`src/rtl/alu_pkg.sv`:
```
// alu_pkg: shared ALU definitions.
//   alu_op_e    - ALU signal codes consumed by the external 32-bit ALU.
//   seq_state_e - state encoding of the multiply sequencer.
package alu_pkg;

  typedef enum logic [2:0] {
    ALU_AND = 3'b000,
    ALU_OR  = 3'b001,
    ALU_ADD = 3'b010,
    ALU_SUB = 3'b110,
    ALU_SLT = 3'b111
  } alu_op_e;

  typedef enum logic [1:0] {
    SEQ_IDLE = 2'd0,
    SEQ_RUN  = 2'd1,
    SEQ_DONE = 2'd2
  } seq_state_e;

endpackage : alu_pkg

```
`src/rtl/alu_mul_sequencer.sv`:
```
// alu_mul_sequencer: multi-cycle unsigned shift-add multiplier controller.
// Borrows an external ALU in ADD mode for WIDTH iterations, one per clock.
// Ports:
//   clk, reset        clock; synchronous active-high reset
//   start             multiply request, sampled only in IDLE
//   dataA, dataB      multiplicand / multiplier, captured on accepted start
//   alu_a, alu_b      ALU operands (hi, lo[0] ? mcand : 0)
//   alu_signal        ALU op, constant ADD
//   alu_result/carry  combinational ALU sum and carry-out
//   busy              high while iterating
//   done              one-cycle completion pulse
//   product           {hi,lo}; valid from done until the next accepted start
module alu_mul_sequencer
  import alu_pkg::*;
#(
  parameter int unsigned WIDTH = 32,
  parameter int unsigned CNT_W = 6
) (
  input  logic               clk,
  input  logic               reset,
  input  logic               start,
  input  logic [WIDTH-1:0]   dataA,
  input  logic [WIDTH-1:0]   dataB,
  output logic [WIDTH-1:0]   alu_a,
  output logic [WIDTH-1:0]   alu_b,
  output logic [2:0]         alu_signal,
  input  logic [WIDTH-1:0]   alu_result,
  input  logic               alu_carry,
  output logic               busy,
  output logic               done,
  output logic [2*WIDTH-1:0] product
);

  localparam logic [CNT_W-1:0] LAST_ITER = CNT_W'(WIDTH - 1);

  seq_state_e       state_q, state_d;
  logic [WIDTH-1:0] hi_q, hi_d;
  logic [WIDTH-1:0] lo_q, lo_d;
  logic [WIDTH-1:0] mcand_q, mcand_d;
  logic [CNT_W-1:0] cnt_q, cnt_d;

  always_comb begin
    state_d = state_q;
    hi_d    = hi_q;
    lo_d    = lo_q;
    mcand_d = mcand_q;
    cnt_d   = cnt_q;
    unique case (state_q)
      SEQ_IDLE: begin
        if (start) begin
          mcand_d = dataA;
          lo_d    = dataB;
          hi_d    = '0;
          cnt_d   = '0;
          state_d = SEQ_RUN;
        end
      end
      SEQ_RUN: begin
        // The WIDTH+1 bit partial sum shifts right by one; the multiplier
        // bits consumed from lo make room for the low product bits.
        {hi_d, lo_d} = {alu_carry, alu_result, lo_q[WIDTH-1:1]};
        cnt_d        = cnt_q + CNT_W'(1);
        if (cnt_q == LAST_ITER) state_d = SEQ_DONE;
      end
      SEQ_DONE: state_d = SEQ_IDLE;
      default:  state_d = SEQ_IDLE;
    endcase
  end

  always_ff @(posedge clk) begin
    if (reset) begin
      state_q <= SEQ_IDLE;
      hi_q    <= '0;
      lo_q    <= '0;
      mcand_q <= '0;
      cnt_q   <= '0;
    end else begin
      state_q <= state_d;
      hi_q    <= hi_d;
      lo_q    <= lo_d;
      mcand_q <= mcand_d;
      cnt_q   <= cnt_d;
    end
  end

  assign alu_a      = hi_q;
  assign alu_b      = lo_q[0] ? mcand_q : '0;
  assign alu_signal = ALU_ADD;
  assign busy       = (state_q == SEQ_RUN);
  assign done       = (state_q == SEQ_DONE);
  assign product    = {hi_q, lo_q};

endmodule : alu_mul_sequencer

```
`config.mk`:
```
export PLATFORM = sky130hd
export DESIGN_NAME = alu_mul_sequencer
export DESIGN_NICKNAME = d
export VERILOG_FILES = /design/src/rtl/alu_pkg.sv /design/src/rtl/alu_mul_sequencer.sv
export SDC_FILE = /design/constraint.sdc
export NUM_CORES = 1
export LEC_CHECK = 0
export ABC_CLOCK_PERIOD_IN_PS = 1800
export CAP_MARGIN = 10
export CORE_ASPECT_RATIO = 1.2
export CORE_MARGIN = 5
export CORE_UTILIZATION = 39
export CTS_CLUSTER_SIZE = 8
export DETAILED_ROUTE_END_ITERATION = 12
export HOLD_SLACK_MARGIN = 0.02
export PLACE_DENSITY = 0.81
export SLEW_MARGIN = 0
export SYNTH_ARGS = -nofsm -noshare
export SYNTH_HDL_FRONTEND = slang
export SYNTH_SLANG_ARGS = --single-unit
```
`constraint.sdc`:
```
create_clock -name clk -period 1.8 [get_ports clk]
set_clock_uncertainty 0.1 [all_clocks]
set_input_delay 0.36 -clock clk [delete_from_list [all_inputs] [get_ports clk]]
set_output_delay 0.36 -clock clk [all_outputs]
set_load 0.02 [all_outputs]
```
Yosys cells after proc, flatten, opt, wreduce, memory -nomap -nowiden --
Index checks and enable logic that the tools add are counted.
Cells by class: shift-type cells 0, div/mod/pow operators 0, multiply operators 0, mux-type cells 10, reductions and logical operators 5, magnitude comparators 0, add/sub/neg operators 1, bitwise gates (word level) 0, equal/unequal tests 5
Operators by type and width (number):
- $pmux W32 S2 | 2
- $mux W32 | 3
- $pmux W6 S2 | 1
- $add A6 B1 Y6 const B | 1
- $eq A6 B5 Y1 const B | 1
- $mux W6 | 1
- $reduce_and A2 Y1 | 3
- $mux W2 | 2
- $pmux W2 S2 | 1
- $eq A2 B1 Y1 const B | 1
- $eq A2 B2 Y1 const B | 1
- $logic_not A2 Y1 | 1
- $ne A2 B1 Y1 const B | 1
- $ne A2 B2 Y1 const B | 1
- $reduce_bool A2 Y1 | 1
Word-level totals: register bits 104, output and inout port bits 133, word-level logic and storage cells 26, bits in writable memories 0, bits in latches 0, memories kept 0, ROM bits 0, input bits 100

Logic depth before layout (Yosys ltp) --
depth after elaboration 3, gate-level depth with buffers 5, gate-level depth less buffers 4

Worst setup path before layout --
No wires, ideal clock.
path kind register to register, from register state_q[0], to register cnt_q[5], setup slack 0.333 ns, path buffers 2, clock period less this slack 1.467 ns, stages on the path, launching flop included 6, arrival 1.236 ns, setup time 0.132 ns, cells stage by stage dfxtp_1 or3b_1 buf_4 buf_4 o311ai_0 a21oi_2
Between the ends: word-level cells in the longest chain between the ends 3, elaborated cells between the ends (all ways) 6, classes of those cells eq/ne (2); mux (1); reduce/logical (3)
RTL lines:
- start, declared | RTL line alu_mul_sequencer.sv:36 | seq_state_e state_q, state_d;
- start signal, assigned | RTL line alu_mul_sequencer.sv:78 | state_q <= state_d;
- $eq A2 B1 Y1 or $logic_not A2 Y1 (tied branches) | RTL line alu_mul_sequencer.sv:48 | unique case (state_q)
- $reduce_bool A2 Y1 (no source line) or $ne A2 B2 Y1 (tied branches)
- $reduce_and A2 Y1 (no source line)
- end signal, assigned | RTL line alu_mul_sequencer.sv:82 | cnt_q <= cnt_d;
- end, declared | RTL line alu_mul_sequencer.sv:40 | logic [CNT_W-1:0] cnt_q, cnt_d;
Parallel ways exist; a longest one is shown, timed or not. A chain may end at the register's enable or synchronous reset.

Worst setup path after layout --
from register lo_q[22], to output product[22]
RTL lines:
- start, declared | RTL line alu_mul_sequencer.sv:38 | logic [WIDTH-1:0] lo_q, lo_d;
- start signal, assigned | RTL line alu_mul_sequencer.sv:80 | lo_q <= lo_d;
- end, declared | RTL line alu_mul_sequencer.sv:31 | output logic [2*WIDTH-1:0] product
No word-level cell between the ends.

==> results.md <==
* Power Dens Cells at 879 nW/um^2
* GP Congestion at 0.814
* Synth warnings at 0
* Via count at 4,048
* Clock tree buffer depth at 2
* Setup_tns at 0 ns
* CP endpoint kind: output pin
* DR iter-0 viols at 125
* Drt first pass iters at 4
* Core area at 10,500 sq um
* Largest net degree at the start of global routing at 56
* Cts bufs inserted at 9
* Buf/Inv on CP at 1
* GRT met1 Usage at 0.207
* # placed instances at 801
* Row count at 41
* Final WS setup at 0.0354 ns
* Clock Root Buffer: clkbuf_16
* Synth cell types at 34
* Final Instance Count excl. Fillers at 817
* RSZ-0062 raised after global routing: no
* Leakage dissipation at 3.56 nW
* Commonest cells after routing, fill and taps aside: dfxtp_1 (103), clkdlybuf4s50_1 (102), nor2_1 (97)
* Clock sink count at 104
* Layout cells sized above 1 at 0.108
* Remaining DRCs at 0
* N_diodes at 0
* HP Class: input pin to register
* Via density at 4.95
* Crit share post-route at 0.980
* Antenna violations before repair at 0
* Crit-path max FO at 3
* Vias in the first global route at 4,218
* GR peak layer: met2
* Mean area per synthesized cell at 8.45 sq um
* First-pass GRT wire length at 20.3 mm
* Starting Density at 0.399
* Worst Path Required at 1.34 ns
* Worst Setup Start Kind: register
* Status: complete, no violations
* Yosys reg bits at 104
* Hold violation count in the final report at 0
* DIE WIDTH at 105 microns
* Post-route core utilization at 0.627
* Total Nets Final at 784
* # setup viols final at 0
* Die ar. at 12,900 sq um
* Peak VDD IR at 0.465 mV
* Fmax at 0.567 GHz
* Later-pin clock latency in the skew report at 0.33 ns
* Post-Place Worst Slack at -0.204 ns
* Area grow syn2layout at 57.4%
* DRT antenna net count at 0
* Register area share after synthesis at 0.497
* Post-Route WL at 13.1 mm
* Remaining global-route overflow at 0
* CP Data Arrival Time at 1.30 ns
* I/O pin cnt at 233
* GR Util All Layers at 0.191
* Min Tclk post-route at 1.76 ns
* Filler cell count at 895
* Slowest-stage cell, CP: clkdlybuf4s50_1
* PortBufs at 229
* DR WL/cell at 16.0 microns
* Tot Pwr at 0.00580 W
* Commonest non-fill, non-tap cell in the layout: dfxtp_1
* Crit path kind: register to output pin
* Area of the mapped netlist at 4190 sq um
* Critical Path, Cell by Cell: clkdlybuf4s50_1
* Global Route met3 Usage at 0.0689
* DP HPWL at 9.79 mm
* Top delay family on crit path: buffers and inverters
* H-tree levels at 3
* Die Ht at 124 microns
* Slew Limit Fails at 0
* Worst-path clk slew at 0.07 ns
* Mapped Cells at 496
* Max incr delay on CP at 0.61 ns
* Grt met2 use at 0.347
* CTS tree: built
* Max-cap violations at 0
-- cells in the mapped netlist (all sizes together) --
master  number  area share
nand2b       3      0.0051
a31oi        1      0.0015
o311ai       1      0.0021
nor4        32       0.048
or3b         1      0.0021
o22ai        1      0.0015
nand2       65       0.058
nand3        4      0.0048
nor3         1      0.0012
a22o        34       0.071
xnor2        1      0.0021
mux2         1      0.0027
ha           1      0.0030
o21ba        1      0.0024
nor3b        2      0.0048
or3          1      0.0015
or4          1      0.0027
clkbuf      17       0.015
dfxtp      104        0.50
inv          1     0.00089
nand3b       1      0.0018
nor2b        1      0.0015
conb         2      0.0018
and2        33       0.049
xor2         1      0.0021
nor2        99       0.089
buf         53       0.087
a21oi       33       0.040
-- cells by family after synthesis --
family                   Yosys count  share of synthesized area
AO/OA/AOI/OAI                     71                      0.119
XOR/XNOR                           2                    0.00418
adder cells (fa/ha/maj)            1                    0.00298
buffers and inverters             71                      0.103
flip-flops                       104                      0.497
multiplexers                       1                    0.00269
other                              2                    0.00179
AND/OR/NAND/NOR                  244                      0.270
-- layout make-up --
cell class / instances / area, sq um / share of cell area
clock buffer: 11 / 233 / 0.0353
clock inverter: 5 / 57.6 / 0.00872
inverter: 1 / 3.75 / 0.000569
multi-input combinational: 322 / 1700 / 0.257
sequential: 104 / 2080 / 0.316
tap: 129 / 161 / 0.0245
timing repair buffer: 245 / 2360 / 0.358
-- routing by layer --
layer	vias to the layer above	share of wire
met5	-	0
met4	0	0.017
met3	18	0.088
met2	175	0.52
met1	1865	0.38
li1	1990	-
-- what timing repair did --
item | in CTS | in global routing
buffers inserted | 0 | 0
hold buffers | 0 | 0
gates resized for setup | 105 | 92
endpoints found under the setup margin | 84 | 110
-- stage by stage --
stage / hold slack, ns / cell area [sq um]
2_1_floorplan: 0.332 / 4200
3_3_place_gp: 0.338 / 6410
3_5_place_dp: 0.343 / 6410
4_1_cts: 0.233 / 6620
5_1_grt: 0.253 / 6600
6_report: 0.255 / 6600
-- worst paths after layout --
check,start,endpoint,slack [ns],cells past startpoint
max reg2reg,state_q[0],cnt_q[5],0.15,4
max,lo_q[22],product[22],0.04,1
min reg2reg,mcand_q[21],mcand_q[21],0.35,2
min,reset,cnt_q[5],0.26,2
-- state kept, by name, indices dropped and copies added (netlist names) --
signal / flops
cnt_q: 6
alu_a: 32
state_q: 2
lo_q: 32
mcand_q: 32
-- report_power, final --
part	leakage (nW)	internal, W	total, W	switching, W
combinational	2.56	0.000615	0.00130	0.000687
clock	0.143	0.00108	0.00189	0.000807
sequential	0.856	0.00248	0.00261	0.000131
total	3.56	0.00418	0.00580	0.00162
(Power assumes the default switching activity.)
